===== src/rtl/mmio_uart_tx_pkg.sv =====
// Shared definitions for the memory-mapped UART transmitter: register
// offsets relative to BASE_ADDR, STATUS bit positions, the transmit FSM
// state type and a helper that packs the STATUS word.
package uart_pkg;

    // Word offsets from BASE_ADDR
    localparam int OFF_TXDATA = 0;
    localparam int OFF_STATUS = 1;
    localparam int OFF_BAUD   = 2;

    // STATUS bit positions; the FIFO count occupies [ST_CNT_LSB+7:ST_CNT_LSB]
    localparam int ST_FULL    = 0;
    localparam int ST_EMPTY   = 1;
    localparam int ST_BUSY    = 2;
    localparam int ST_OVF     = 3;
    localparam int ST_CNT_LSB = 4;

    typedef enum logic [1:0] {
        IDLE,
        START,
        DATA,
        STOP
    } tx_state_e;

    function automatic logic [31:0] pack_status(input logic [7:0] cnt,
                                                 input logic       ovf,
                                                 input logic       busy,
                                                 input logic       empty,
                                                 input logic       full);
        logic [31:0] w;
        w = '0;
        w[ST_CNT_LSB +: 8] = cnt;
        w[ST_OVF]          = ovf;
        w[ST_BUSY]         = busy;
        w[ST_EMPTY]        = empty;
        w[ST_FULL]         = full;
        return w;
    endfunction

endpackage


===== src/rtl/mmio_uart_tx_if.sv =====
// CPU data-port bus as seen by the UART transmitter.
//   dataAddress  word address            (master -> slave)
//   writeDataIn  store data              (master -> slave)
//   dataWrEn     one-cycle store strobe  (master -> slave)
//   readDataOut  registered load data    (slave -> master)
interface mmio_uart_tx_if;
    logic [13:0] dataAddress;
    logic [31:0] writeDataIn;
    logic        dataWrEn;
    logic [31:0] readDataOut;

    modport master (
        output dataAddress,
        output writeDataIn,
        output dataWrEn,
        input  readDataOut
    );

    modport slave (
        input  dataAddress,
        input  writeDataIn,
        input  dataWrEn,
        output readDataOut
    );
endinterface


===== src/rtl/mmio_uart_tx_sync_fifo.sv =====
// Synchronous first-word-fall-through FIFO.
//   clk, rst   clock / synchronous active-high reset
//   push_i     write wdata_i (ignored while full)
//   wdata_i    data to write
//   pop_i      advance past the head entry (ignored while empty)
//   rdata_o    head entry, valid whenever empty_o is low
//   full_o     DEPTH entries held
//   empty_o    no entries held
//   count_o    number of entries held (one bit wider than the pointers)
module sync_fifo #(
    parameter int WIDTH = 8,
    parameter int DEPTH = 8
) (
    input  logic                     clk,
    input  logic                     rst,
    input  logic                     push_i,
    input  logic [WIDTH-1:0]         wdata_i,
    input  logic                     pop_i,
    output logic [WIDTH-1:0]         rdata_o,
    output logic                     full_o,
    output logic                     empty_o,
    output logic [$clog2(DEPTH):0]   count_o
);
    localparam int AW = $clog2(DEPTH);

    logic [WIDTH-1:0] mem_q [DEPTH];
    logic [AW-1:0]    wr_ptr_q, rd_ptr_q;
    logic [AW:0]      count_q;
    logic             do_push, do_pop;

    // Full/empty come from the registered count, so a push while full is
    // dropped even if a pop frees a slot on the same edge.
    assign full_o  = (count_q == (AW+1)'(DEPTH));
    assign empty_o = (count_q == '0);
    assign count_o = count_q;
    assign rdata_o = mem_q[rd_ptr_q];

    assign do_push = push_i & ~full_o;
    assign do_pop  = pop_i & ~empty_o;

    // Storage carries no reset; only pointers and count define validity.
    always_ff @(posedge clk) begin
        if (do_push) mem_q[wr_ptr_q] <= wdata_i;
    end

    always_ff @(posedge clk) begin
        if (rst) begin
            wr_ptr_q <= '0;
            rd_ptr_q <= '0;
            count_q  <= '0;
        end else begin
            if (do_push) wr_ptr_q <= wr_ptr_q + 1'b1;
            if (do_pop)  rd_ptr_q <= rd_ptr_q + 1'b1;
            case ({do_push, do_pop})
                2'b10:   count_q <= count_q + 1'b1;
                2'b01:   count_q <= count_q - 1'b1;
                default: count_q <= count_q;
            endcase
        end
    end
endmodule


===== src/rtl/mmio_uart_tx.sv =====
// Memory-mapped 8N1 UART transmitter on the CPU data port.
//   clk, rst     system clock / synchronous active-high reset
//   bus          CPU data port (slave): stores to TXDATA/STATUS/BAUDDIV,
//                registered 1-cycle read data for the mapped words, else 0
//   uart_tx      serial line, idle high, registered
//   tx_irq       high while the FIFO is empty and the shifter idle, registered
// Registers (word addresses): BASE TXDATA (write pushes a byte),
// BASE+1 STATUS ({cnt[11:4], ovf, busy, empty, full}, write bit3 clears ovf),
// BASE+2 BAUDDIV (clocks per bit, 0 stored as 1).
module mmio_uart_tx
    import uart_pkg::*;
#(
    parameter logic [13:0] BASE_ADDR   = 14'h3FF8,
    parameter int          FIFO_DEPTH  = 8,
    parameter int          DIV_WIDTH   = 16,
    parameter int          DEFAULT_DIV = 434
) (
    input  logic        clk,
    input  logic        rst,
    mmio_uart_tx_if.slave bus,
    output logic        uart_tx,
    output logic        tx_irq
);
    localparam int CW = $clog2(FIFO_DEPTH) + 1;

    localparam logic [13:0] ADDR_TX   = BASE_ADDR + 14'(OFF_TXDATA);
    localparam logic [13:0] ADDR_STAT = BASE_ADDR + 14'(OFF_STATUS);
    localparam logic [13:0] ADDR_BAUD = BASE_ADDR + 14'(OFF_BAUD);

    // Address decode
    logic sel_tx, sel_stat, sel_baud;
    logic wr_tx, wr_stat, wr_baud;

    assign sel_tx   = (bus.dataAddress == ADDR_TX);
    assign sel_stat = (bus.dataAddress == ADDR_STAT);
    assign sel_baud = (bus.dataAddress == ADDR_BAUD);
    assign wr_tx    = bus.dataWrEn & sel_tx;
    assign wr_stat  = bus.dataWrEn & sel_stat;
    assign wr_baud  = bus.dataWrEn & sel_baud;

    // FIFO
    logic [7:0]    fifo_rdata;
    logic          fifo_full, fifo_empty, fifo_pop;
    logic [CW-1:0] fifo_count;

    sync_fifo #(
        .WIDTH (8),
        .DEPTH (FIFO_DEPTH)
    ) u_fifo (
        .clk     (clk),
        .rst     (rst),
        .push_i  (wr_tx),
        .wdata_i (bus.writeDataIn[7:0]),
        .pop_i   (fifo_pop),
        .rdata_o (fifo_rdata),
        .full_o  (fifo_full),
        .empty_o (fifo_empty),
        .count_o (fifo_count)
    );

    // State
    tx_state_e            state_q;
    logic [DIV_WIDTH-1:0] div_q;        // programmed divisor
    logic [DIV_WIDTH-1:0] frame_div_q;  // divisor frozen for the current frame
    logic [DIV_WIDTH-1:0] baud_cnt_q;
    logic [2:0]           bit_idx_q;
    logic [7:0]           shift_q;
    logic                 ovf_q;
    logic                 tx_q;
    logic                 irq_q;
    logic [31:0]          rdata_q;

    logic                 baud_last;
    logic                 busy;
    logic [DIV_WIDTH-1:0] div_wr_val;
    logic [7:0]           cnt8;
    logic [31:0]          rd_mux;

    assign baud_last = (baud_cnt_q == frame_div_q - DIV_WIDTH'(1));
    assign busy      = (state_q != IDLE);

    // A new frame starts straight from IDLE or at the last stop-bit clock,
    // which is what keeps back-to-back frames gapless.
    assign fifo_pop  = ~fifo_empty &
                       ((state_q == IDLE) || ((state_q == STOP) && baud_last));

    assign div_wr_val = (bus.writeDataIn[DIV_WIDTH-1:0] == '0) ?
                        DIV_WIDTH'(1) : bus.writeDataIn[DIV_WIDTH-1:0];

    assign cnt8 = 8'(fifo_count);

    always_comb begin
        rd_mux = '0;
        if (!bus.dataWrEn) begin
            if (sel_stat)
                rd_mux = pack_status(cnt8, ovf_q, busy, fifo_empty, fifo_full);
            else if (sel_baud)
                rd_mux = 32'(div_q);
        end
    end

    always_ff @(posedge clk) begin
        if (rst) begin
            state_q     <= IDLE;
            div_q       <= DIV_WIDTH'(DEFAULT_DIV);
            frame_div_q <= DIV_WIDTH'(DEFAULT_DIV);
            baud_cnt_q  <= '0;
            bit_idx_q   <= '0;
            shift_q     <= '0;
            ovf_q       <= 1'b0;
            tx_q        <= 1'b1;
            irq_q       <= 1'b1;
            rdata_q     <= '0;
        end else begin
            rdata_q <= rd_mux;

            if (wr_baud) div_q <= div_wr_val;

            if (wr_tx && fifo_full)
                ovf_q <= 1'b1;
            else if (wr_stat && bus.writeDataIn[ST_OVF])
                ovf_q <= 1'b0;

            // Line and irq follow the current state, one clock behind it
            case (state_q)
                START:   tx_q <= 1'b0;
                DATA:    tx_q <= shift_q[0];
                default: tx_q <= 1'b1;
            endcase
            irq_q <= fifo_empty & ~busy;

            case (state_q)
                IDLE: begin
                    if (!fifo_empty) begin
                        state_q     <= START;
                        frame_div_q <= div_q;
                        shift_q     <= fifo_rdata;
                        baud_cnt_q  <= '0;
                    end
                end
                START: begin
                    if (baud_last) begin
                        state_q    <= DATA;
                        baud_cnt_q <= '0;
                        bit_idx_q  <= '0;
                    end else begin
                        baud_cnt_q <= baud_cnt_q + 1'b1;
                    end
                end
                DATA: begin
                    if (baud_last) begin
                        baud_cnt_q <= '0;
                        shift_q    <= {1'b0, shift_q[7:1]};
                        if (bit_idx_q == 3'd7) state_q <= STOP;
                        else                   bit_idx_q <= bit_idx_q + 1'b1;
                    end else begin
                        baud_cnt_q <= baud_cnt_q + 1'b1;
                    end
                end
                STOP: begin
                    if (baud_last) begin
                        baud_cnt_q <= '0;
                        if (!fifo_empty) begin
                            state_q     <= START;
                            frame_div_q <= div_q;
                            shift_q     <= fifo_rdata;
                        end else begin
                            state_q <= IDLE;
                        end
                    end else begin
                        baud_cnt_q <= baud_cnt_q + 1'b1;
                    end
                end
                default: state_q <= IDLE;
            endcase
        end
    end

    // Store data bits not decoded by any register
    logic unused_wdata;
    assign unused_wdata = ^bus.writeDataIn;

    assign bus.readDataOut = rdata_q;
    assign uart_tx         = tx_q;
    assign tx_irq          = irq_q;

endmodule

===== src/flat_wrapper.sv =====
// flat-port wrapper written by rule: the top's interface ports become plain ports
module mmio_uart_tx_flat import uart_pkg::*;
#(
    parameter logic [13:0] BASE_ADDR   = 14'h3FF8,
    parameter int          FIFO_DEPTH  = 8,
    parameter int          DIV_WIDTH   = 16,
    parameter int          DEFAULT_DIV = 434
)
  (clk, rst, uart_tx, tx_irq, bus_dataAddress, bus_writeDataIn, bus_dataWrEn, bus_readDataOut);
  mmio_uart_tx_if bus_i ();
  input  logic clk;
  input  logic rst;
  output logic uart_tx;
  output logic tx_irq;
  input wire logic [$bits(bus_i.dataAddress)-1:0] bus_dataAddress;
  input wire logic [$bits(bus_i.writeDataIn)-1:0] bus_writeDataIn;
  input wire logic [$bits(bus_i.dataWrEn)-1:0] bus_dataWrEn;
  output wire logic [$bits(bus_i.readDataOut)-1:0] bus_readDataOut;
  assign bus_i.dataAddress = bus_dataAddress;
  assign bus_i.writeDataIn = bus_writeDataIn;
  assign bus_i.dataWrEn = bus_dataWrEn;
  assign bus_readDataOut = bus_i.readDataOut;
  mmio_uart_tx #(.BASE_ADDR(BASE_ADDR), .FIFO_DEPTH(FIFO_DEPTH), .DIV_WIDTH(DIV_WIDTH), .DEFAULT_DIV(DEFAULT_DIV)) u_core (.clk(clk), .rst(rst), .bus(bus_i), .uart_tx(uart_tx), .tx_irq(tx_irq));
endmodule

===== config.mk =====
export PLATFORM = sky130hd
export DESIGN_NAME = mmio_uart_tx_flat
export DESIGN_NICKNAME = d
export VERILOG_FILES = /design/src/rtl/mmio_uart_tx_pkg.sv /design/src/rtl/mmio_uart_tx_if.sv /design/src/rtl/mmio_uart_tx_sync_fifo.sv /design/src/rtl/mmio_uart_tx.sv /design/src/flat_wrapper.sv
export SDC_FILE = /design/constraint.sdc
export NUM_CORES = 1
export LEC_CHECK = 0
export BUFFER_PORTS_ARGS = -buffer_cell sky130_fd_sc_hd__buf_2
export CORE_UTILIZATION = 55
export DETAILED_ROUTE_END_ITERATION = 16
export PLACE_DENSITY = 0.83
export RECOVER_POWER = 50
export SLEW_MARGIN = 20
export SYNTH_ARGS = -nofsm -noshare
export SYNTH_HDL_FRONTEND = slang
export SYNTH_HIERARCHICAL = 1
export SYNTH_SLANG_ARGS = --single-unit

===== constraint.sdc =====
create_clock -name clk -period 9.3 [get_ports clk]
set_input_delay 0 -clock clk [delete_from_list [all_inputs] [get_ports clk]]
set_output_delay 0 -clock clk [all_outputs]
set_load 0.05 [all_outputs]

**After elaboration in Yosys (flattened, before gate mapping)**

Memory sizes are Yosys's and may differ from the RTL's. A register that Yosys moved wholly into a read port is not among the register bits.
Index checks and enable logic that the tools add are counted.
Widths: inputs -> output; s select.

- Add/subtract/negate cells: 7
- Eq/ne operators: 17
- Multiplexer cells: 32
- Bitwise gates (word level): 11
- Reduce and logical (&&, ||, !) cells: 21

Operators with widths:

| cell | count |
|---|---|
| $mux 16 | 5 |
| $pmux 16 s2 | 2 |
| $eq 14x14->1 const B | 3 |
| $mux 8 | 5 |
| $pmux 8 s3 | 1 |
| $add 16x1->16 const B | 1 |
| $eq 16x16->1 | 1 |
| $logic_not 16->1 | 1 |
| $sub 16x1->16 const B | 1 |
| $mux 3 | 5 |
| $mux 2 | 5 |
| $reduce_bool 2->1 | 5 |
| $add 3x1->3 const B | 3 |
| $ne 2x1->1 const B | 4 |
| $pmux 2 s4 | 1 |
| $pmux 4 s2 | 1 |
| $and 1x1->1 | 7 |
| $eq 2x2->1 const B | 3 |
| $pmux 3 s2 | 1 |
| $reduce_or 3->1 | 2 |
| $mux 1 | 5 |
| $reduce_and 5->1 | 1 |
| $add 4x1->4 const B | 1 |
| $eq 2x1->1 const B | 2 |
| other kinds (16) | 22 |

- Bits in registers: 106
- Bits in writable memories: 64
- Input bits: 49
- Output and inout bits: 34
- Word-level logic and storage cells: 104
- Memories: 1

Memories:

| name | depth | bits a word | read ports | clocked after memory_dff | wr ports | RTL line | text |
|---|---|---|---|---|---|---|---|
| u_core.u_fifo.mem_q | 8 | 8 | 1 | 1 | 1 | mmio_uart_tx_sync_fifo.sv:26 | `logic [WIDTH-1:0] mem_q [DEPTH];` |

**Logic depth before layout (Yosys ltp)**

Gate-level depths: netlist of the first run.

- Depth in word-level cells: 8
- Mapped depth: 17

**By module**

The synthesis of the first run kept the hierarchy.

By module, submodules not included:

| module | times used | cells an instance | area each (um^2) | seq. area each (um^2) |
|---|---|---|---|---|
| mmio_uart_tx | 1 | 478 | 4046.4 | 1601.5 |
| sync_fifo | 1 | 167 | 3151.8 | 2182.1 |

**Worst setup path after synthesis of the first run**

Ideal clock, no wire load.

- Path kind: reg-to-reg
- Start: register u_core.frame_div_q[2]
- End: register u_core.u_fifo.count_q[3] (netlist: u_core/u_fifo/count_o[3])
- Setup time: 0.121 ns
- Data arrival time: 3.880 ns
- Slack: 5.299 ns
- Stages on the path, launching flop included: 17
- Path buffers: 3
- Period minus slack after synthesis: 4.001 ns
- Path through: dfxtp_1 buf_2 or4_1 clkbuf_1 or4_1 a21oi_1 nor3_1 nor4_4 a21oi_1 nor2_1 o41a_1 ha_1 clkbuf_1 nor4b_1 a41oi_1 o41ai_1 mux2_2

- Cells in the longest elaborated chain, start to end: 8
- Elaborated cells on any way between the ends: 10
- Those cells by class: add/sub (1); eq/ne (3); mux (1); bitwise (2); reduce/logical (3)

RTL lines:

| item | RTL line | text |
|---|---|---|
| start, declared | mmio_uart_tx.sv:64 | `logic [DIV_WIDTH-1:0] frame_div_q;` |
| start signal, assigned | mmio_uart_tx.sv:106 | `frame_div_q <= DIV_WIDTH'(DEFAULT_DIV);` |
| start signal, assigned | mmio_uart_tx.sv:136 | `frame_div_q <= div_q;` |
| start signal, assigned | mmio_uart_tx.sv:165 | `frame_div_q <= div_q;` |
| $sub 16x1->16 (*) | mmio_uart_tx.sv:79 | `assign baud_last = (baud_cnt_q == frame_div_q - DIV_WIDTH'(1));` |
| $eq 16x16->1 (*) | mmio_uart_tx.sv:79 |  |
| $logic_and 1x1->1 (*) | mmio_uart_tx.sv:85 | `((state_q == IDLE) \|\| ((state_q == STOP) && baud_last));` |
| $logic_or 1x1->1 (*) | mmio_uart_tx.sv:85 |  |
| $and 1x1->1 (*) | mmio_uart_tx.sv:84 | `assign fifo_pop = ~fifo_empty &` |
| net u_core.fifo_pop | mmio_uart_tx.sv:43 | `logic fifo_full, fifo_empty, fifo_pop;` |
| $and 1x1->1 (*) | mmio_uart_tx_sync_fifo.sv:39 | `assign do_pop = pop_i & ~empty_o;` |
| net u_core.u_fifo.do_pop | mmio_uart_tx_sync_fifo.sv:29 | `logic do_push, do_pop;` |
| $eq 2x1->1 or $eq 2x2->1 (tied branches) | mmio_uart_tx_sync_fifo.sv:54 | `case ({do_push, do_pop})` |
| $pmux 4 s2 or $reduce_bool 2->1 (tied branches) | - |  |
| end signal, assigned | mmio_uart_tx_sync_fifo.sv:55 | `2'b10: count_q <= count_q + 1'b1;` |
| end signal, assigned | mmio_uart_tx_sync_fifo.sv:56 | `2'b01: count_q <= count_q - 1'b1;` |
| end signal, assigned | mmio_uart_tx_sync_fifo.sv:57 | `default: count_q <= count_q;` |
| end, declared | mmio_uart_tx_sync_fifo.sv:28 | `logic [AW:0] count_q;` |

Mark *: on every way through the listed nets, which the timed path passes. The rest lies on a longest branch.
A chain may end at the register's enable or synchronous reset.

**Worst setup path in the final report of the first run**

- Start: register u_core.frame_div_q[0]
- End: register u_core.u_fifo.count_q[3] (netlist: u_core/u_fifo/count_o[3])

Same word-level chain as after synthesis.

==> out/results.txt, run 1 <==
Status: complete, no violations
Share of the synthesized area in the top cell type: 26.7%
Worst Path Buf+Inv: 1
WL met3: 1.01 mm
Skew-Pair Late Insertion Delay: 0.43 ns
RSZ-0062 raised after global routing: false
GPL Wtd Cong: 0.903
Antenna cell count: 0
Mapped Avg Cell Area: 11.2 µm²
Worst Path Required: 9.62 ns
Hold path start: bus_dataAddress[1]
Vias per inst: 5.96
IO Pins: 83
DRT antenna net count: 0
Clock-pin slew on the worst setup and hold paths: 0.07 ns
Total track usage: 25.6%
Maximum VDD drop: 0.000162 V
DRT Pass-1 Iters: 6
Number of enable flip-flop cells after synthesis: 64
CTS root buf: clkbuf_16
WL per Instance: 18.5 µm
Setup violations, final: 0
Kind of critical path: flop to flop
Most frequent cell after synthesis: dfxtp_1
Setup TNS Final: 0 ns
Max-cap violation count: 0
Synth async-reset ratio: 0%
Pins Over Slew Limit: 0
Cell taking the most area after synthesis: edfxtp_1
Drt drc: 0
Initial core utilization: 56.8%
Crit. Startpoint: u_core/frame_div_q[0]$_SDFFE_PP0P_
Pin count of the biggest net entering global routing: 57
Die width: 116 µm
Worst r2r src: u_core/frame_div_q[0]$_SDFFE_PP0P_
Startpoint Class: flop
Cell breakdown of the critical path: inv_1 -> ha_1 -> nor3b_1 -> nand3_1 -> a2111oi_0 -> nand4_1 -> nor4_4 -> a21oi_1 -> nor2_1 -> o41a_1 -> ha_1 -> nand2_1 -> mux2_2 -> o41ai_1 -> mux2_2
Fin Clk Skew: 0.00983 ns
Post-route insts no fill: 891
Period utilization: 51.8%
Fmax: 208 MHz
Htree depth: 4
Top_reg_cell synth: dfxtp_1
Mapped Cells: 645
Initial antenna violation count: 0
TritonCTS clock tree: built
Layout Nets: 769
CP Capture Type: flop
Final WL: 16.5 mm
Min Tclk post-route: 4.82 ns
Vias in the first global route: 5028
Core area: 12700 µm²
Die area: 13500 µm²
Arrival @ worst endpoint: 5.13 ns
Cell with the largest stage delay on the worst path: a2111oi_0
Share of cells above drive strength 1: 12.9%
Num CTS Buffers: 17
Global route overflow: 0
Placement row count: 41
Area Overhead vs Synth: 13.5%
Met2 WL post-DR: 8.38 mm
Metal-1 WL: 6.64 mm
Most area-consuming cells after synthesis: edfxtp_1 27%, dfxtp_1 26%, mux2i_1 4.6%
DP HPWL: 10.3 mm
Synth warn: 6
Cells after DPL: 840
Synth cell types: 68
Leakage power: 2.95 nW
Max Used Layer: met4
Clock Tree Buf Depth: 2
Most frequent cells after synthesis: 93 x dfxtp_1, 65 x nand2_1, 64 x edfxtp_1
Port Buf Inserts: 50
DRT iter0 DRCs: 456
Cts repair resizes: 0
Clk sinks: 157
Post-synthesis sequential area ratio: 52.6%
Final hold vios: 0
Die Span Y: 116 µm
Max FO, Critical Path: 9
Pwr Density: 172 nW/µm²
Vias: 5308
Slew HR: 29.8%
Least-Margin Pin Slew: 1.05 ns
Hold crit path type: input port to flop
Synth Cell Area: 7200 µm²
Global-route wire length before repair: 25.7 mm
Number of synthesized register bits: 157
Critical path's largest stage delay: 0.61 ns
Family with the most delay on the worst path: simple AND/OR/NAND/NOR gates
## kinds of logic (layout without fill, tap and decap cells)
group	after synthesis	count (layout)	synth area share [%]
other cells	1	16	0.0521
mux	59	59	11.6
compound gates	89	89	8.33
flops	157	157	52.6
fa+ha+maj	14	14	2.43
buf+inv	61	120	4.61
simple gates	234	234	16.7
xor+xnor	30	30	3.75
## final cells by class
cell class	instances	area [µm²]
Inverter	11	41.3
Tap cell	172	215
Sequential cell	157	3780
Multi-Input combinational cell	442	3120
Timing Repair Buffer	77	463
Fill cell	924	4500
Clock inverter	14	119
Clock buffer	18	429
## routing by layer
metal  up-vias  global-route usage [%]
met4         0                    11.5
li1       2461                       -
met1      2574                    32.3
met5         -                       0
met3        46                    5.81
met2       227                    42.3
## cells in the final DEF (no fill, tap or decap), drive strengths merged, types with 7 or more instances in the layout
master / instances
dfxtp: 93
nand2: 67
edfxtp: 64
nor2: 51
clkbuf: 46
mux2i: 33
a21oi: 30
buf: 30
nor3: 22
nand3: 21
dlygate4sd3: 19
xnor2: 17
conb: 16
mux4: 16
and2: 15
ha: 14
inv: 14
xor2: 13
o21ai: 13
nor4: 12
mux2: 10
clkinv: 8
nand4: 7
a22o: 7
a31o: 7
## worst min-delay path, delay by kind of cell
kind                   cells  cell delay (ns)
and+or+nand+nor            3             0.23
AOI/OAI and AO/OA          1             0.07
buffers and inverters      1             0.14
## flip-flops by register name, summed over array words and instances (netlist names), named ones only
| signal | cells |
|---|---|
| u_core/baud_cnt_q | 16 |
| u_core/bit_idx_q | 3 |
| u_core/bus.readDataOut | 16 |
| u_core/div_q | 16 |
| u_core/frame_div_q | 16 |
| u_core/ovf_q | 1 |
| u_core/shift_q | 8 |
| u_core/state_q | 2 |
| u_core/tx_irq | 1 |
| u_core/u_fifo/count_o | 4 |
| u_core/u_fifo/mem_q | 64 |
| u_core/u_fifo/rd_ptr_q | 3 |
| u_core/u_fifo/wr_ptr_q | 3 |
| u_core/uart_tx | 1 |
## timing repair
item                      in CTS  in global routing
buffers inserted               0                  0
hold buffers                  19                  0
hold endpoints to repair      81                  0
## path summary, 6_finish.rpt
kind | to | slack [ns] | depth (start not counted)
worst max register to register | u_core/u_fifo/count_o[3]$_SDFFE_PP0P_ | 4.48 | 15
worst min register to register | u_core/shift_q[7]$_SDFFE_PP0P_ | 0.48 | 2
worst max-delay path | u_core/u_fifo/count_o[3]$_SDFFE_PP0P_ | 4.48 | 15
worst min-delay path | u_core/ovf_q$_SDFFE_PP0P_ | 0.04 | 5
## where the power goes
group	switching [mW]	total [mW]	internal [mW]
Clock	0.281	0.648	0.367
Combinational	0.0316	0.0430	0.0113
Sequential	0.0000473	0.716	0.715
## metrics by stage
| step | instance area, µm² | hold WS [ns] | power, mW | utilization, % | setup WS [ns] |
|---|---|---|---|---|---|
| after floorplan | 7250 | 0.0989 | 0.758 | - | 5.30 |
| after global placement | 7490 | 0.236 | 0.766 | 59.1 | 4.76 |
| after detailed placement | 7490 | 0.242 | 0.767 | 59.1 | 4.60 |
| after CTS | 8230 | 0.0381 | 1.41 | 64.9 | 4.60 |
| after global routing | 8170 | 0.0669 | 1.44 | 64.5 | 4.06 |
| final | 8170 | 0.0446 | 1.41 | 64.5 | 4.48 |
(Power assumes the default switching activity.)
==> run 2, diff against run 1 <==
--- a/config.mk
+++ b/config.mk
@@ -6,7 +6,7 @@
 export NUM_CORES = 1
 export LEC_CHECK = 0
 export BUFFER_PORTS_ARGS = -buffer_cell sky130_fd_sc_hd__buf_2
-export CORE_UTILIZATION = 55
+export CORE_UTILIZATION = 53
 export DETAILED_ROUTE_END_ITERATION = 16
 export PLACE_DENSITY = 0.83
 export RECOVER_POWER = 50
==> constraint.sdc (replaced) <==
create_clock -name clk -period 4.16 [get_ports clk]
set_input_delay 0 -clock clk [delete_from_list [all_inputs] [get_ports clk]]
set_output_delay 0 -clock clk [all_outputs]
set_load 0.05 [all_outputs]
==> run 2 against run 1 <==
Net effect: register-to-register slack got worse by 4.2 ns; highest routed layer unchanged; global-route usage fell by 2.0 points; clock skew rose by 0.0042 ns; die area rose by 3.7%; first-iteration DRC count fell by 16%.
==> out/results.txt, run 2 (synthesis results as in run 1) <==
Max reg flops: 64 (unchanged)
Worst Setup EP: u_core/u_fifo/count_o[2]$_SDFFE_PP0P_
Hold_ws: 0.0895 ns (+0.0449 ns)
Crit. Startpoint: u_core/frame_div_q[2]$_SDFFE_PP0P_
Pins Over Slew Limit: 0 (unchanged)
Arrival @ worst endpoint: 4.25 ns (-0.88 ns)
Port Buf Inserts: 50 (unchanged)
TritonCTS clock tree: built
Most frequent cells in the layout: 93 x dfxtp_1, 66 x nand2_1, 64 x edfxtp_1
Vias: 5291 (-0.32%)
Cell breakdown of the critical path: or4_4 -> or4_1 -> o311ai_0 -> a21oi_1 -> nor4_4 -> a21oi_1 -> nor2_1 -> o41a_1 -> ha_2 -> xor2_1 -> ha_1 -> a21oi_1 -> xor2_1 -> or3_1 -> a21oi_1
Final hold vios: 0 (unchanged)
WL met3: 1.06 mm (+5.1%)
Reg area: 3780 µm² (unchanged)
Clock Tree Buf Depth: 2 (unchanged)
Die Span Y: 119 µm (+1.8%)
Setup bufs post-CTS: 0 (unchanged)
Min Tclk post-route: 3.89 ns (-0.928 ns)
Period utilization: 93.5% (+42 points)
Clock-pin slew on the worst setup and hold paths: 0.06 ns (about the same)
Final WL: 15.8 mm (-4.2%)
DP HPWL: 10.3 mm (-0.36%)
Global route overflow: 0 (unchanged)
Pwr Density: 380 nW/µm² (+120%)
Reg-to-reg slack, setup: 0.27 ns (-4.21 ns)
Global-route wire length before repair: 25.4 mm (-1.3%)
Drt drc: 0 (unchanged)
Least-Margin Pin Slew: 1.09 ns (+0.0361 ns)
Die width: 119 µm (+1.8%)
Family with the most delay on the worst path: simple AND/OR/NAND/NOR gates
Area Overhead vs Synth: 14.7%
Worst Path Buf+Inv: 0 (-1)
Met2 WL post-DR: 7.83 mm (-6.5%)
Metal-1 WL: 6.46 mm (-2.8%)
Worst r2r src: u_core/frame_div_q[2]$_SDFFE_PP0P_
Total track usage: 23.6% (-2.0 points)
Pre-CTS setup slack: -0.0743 ns (-4.67 ns)
Multi-input gate area: 3160 µm² (+1.4%)
Cells after DPL: 847 (+0.83%)
Initial core utilization: 54.4% (-2.5 points)
Max FO, Critical Path: 9 (unchanged)
Die area: 14100 µm² (+3.7%)
Top reg by flops: u_core/u_fifo/mem_q
WL per Instance: 17.5 µm (-5.1%)
Skew-Pair Late Insertion Delay: 0.43 ns (about the same)
GPL Wtd Cong: 0.782 (-13%)
R2R Path End: u_core/u_fifo/count_o[2]$_SDFFE_PP0P_
Hold crit path type: input port to flop
Maximum VDD drop: 0.000249 V (+53%)
Post-route insts no fill: 900 (+1.0%)
Max Used Layer: met4
Clk sinks: 157 (unchanged)
Setup violations, final: 0 (unchanged)
Initial antenna violation count: 0 (unchanged)
DRT iter0 DRCs: 382 (-16%)
CP Capture Type: flop
Status: complete, no violations
Util after Layout: 62.4% (-2.1 points)
R2R cell count: 15 (unchanged)
Placement row count: 42 (+2.4%)
Critical path's largest stage delay: 0.57 ns (-0.04 ns)
Setup TNS Final: 0 ns (unchanged)
Max-cap violation count: 0 (unchanged)
DRT Pass-1 Iters: 5 (-1)
Most common cell after layout, fill and taps aside: dfxtp_1
IO Pins: 83 (unchanged)
Pin count of the biggest net entering global routing: 50 (-12%)
Core area: 13200 µm² (+4.5%)
CTS root buf: clkbuf_16
Vias per inst: 5.88 (-1.3%)
Kind of critical path: flop to flop
Setup slack after layout: 0.271 ns (-4.21 ns)
Antenna cell count: 0 (unchanged)
Layout Nets: 774 (+0.65%)
Slew HR: 27.4% (-2.4 points)
Most used cell, CP: a21oi_1
Leakage power: 3.00 nW (+1.6%)
Vias in the first global route: 5155 (+2.5%)
Num CTS Buffers: 17 (unchanged)
Fmax: 257 MHz (+24%)
Cell with the largest stage delay on the worst path: or4_4
Fin Clk Skew: 0.0140 ns (+0.00416 ns)
Fillers: 976 (+5.6%)
Htree depth: 4 (unchanged)
Stages on the worst setup path: 15 (unchanged)
DRT antenna net count: 0 (unchanged)
Worst Path Required: 4.52 ns (-5.10 ns)
Share of cells above drive strength 1: 14.1% (+1.2 points)
Startpoint Class: flop
==> run 2: cell types whose count changed in the layout (fill, tap and decap cells not counted), moves of 2 or more <==
cell           delta
and2_1            +4
inv_6             +2
buf_4             +4
and2_0            -4
clkinv_4          -3
dlygate4sd3_1     +2
clkinv_2          +2
clkinvlp_2        -2
==> run 2: how the worst min path moves through the flow <==
stage | start | to | slack (ns) | cells past startpoint
final | bus_dataWrEn | u_core/ovf_q$_SDFFE_PP0P_ | 0.09 | 6
after global routing | bus_dataWrEn | u_core/ovf_q$_SDFFE_PP0P_ | 0.13 | 6
after CTS | bus_dataWrEn | u_core/ovf_q$_SDFFE_PP0P_ | 0.07 | 6
after detailed placement | bus_writeDataIn[8] | u_core/div_q[8]$_SDFFE_PP1P_ | 0.26 | 3
after global placement | bus_writeDataIn[8] | u_core/div_q[8]$_SDFFE_PP1P_ | 0.24 | 3
after floorplan | bus_writeDataIn[0] | u_core/u_fifo/mem_q[0][0]$_DFFE_PP_ | 0.1 | 0
==> run 2: power breakdown <==
group	leakage [nW]	switching (mW)	internal [mW]
logic	1.40	0.0701	0.0264
registers	1.32	0.000105	1.60
clock network	0.270	0.616	0.825
total	3.00	0.686	2.45
==> run 2: repair_timing <==
item                                   4_1_cts  5_1_grt
resized for setup                            1        6
endpoints found under the hold margin       85        0
hold buffers                                21        0
setup endpoints to repair                    2        2
==> run 2: worst register-to-register path, stage by stage (launching register included) <==
cell and delay, ns:
dfxtp_1 0.40, or4_4 0.57, or4_1 0.52, o311ai_0 0.11
a21oi_1 0.14, nor4_4 0.31, a21oi_1 0.13, nor2_1 0.13
o41a_1 0.22, ha_2 0.27, xor2_1 0.16, ha_1 0.16
a21oi_1 0.05, xor2_1 0.17, or3_1 0.32, a21oi_1 0.15
==> run 2: per-stage QoR <==
| stage | area (µm²) | power [mW] |
|---|---|---|
| after floorplan | 7250 | 1.69 |
| after global placement | 7520 | 1.71 |
| final | 8260 | 3.14 |
| after global routing | 8260 | 3.23 |
| after detailed placement | 7520 | 1.71 |
| after CTS | 8280 | 3.15 |
==> run 2: per-layer routing <==
layer  GRT usage (%)  vias up
met3            5.79       42
met4            12.1        0
met2            38.7      247
met1            28.9     2544
met5               0        -
li1                -     2458
==> run 2: cell type report <==
class                           count  area share (%)
Inverter                           11           0.500
Timing Repair Buffer               82            6.15
Tap cell                          176            2.67
Multi-Input combinational cell    442            38.3
Clock inverter                     13            1.38
Clock buffer                       19            5.24
Sequential cell                   157            45.8
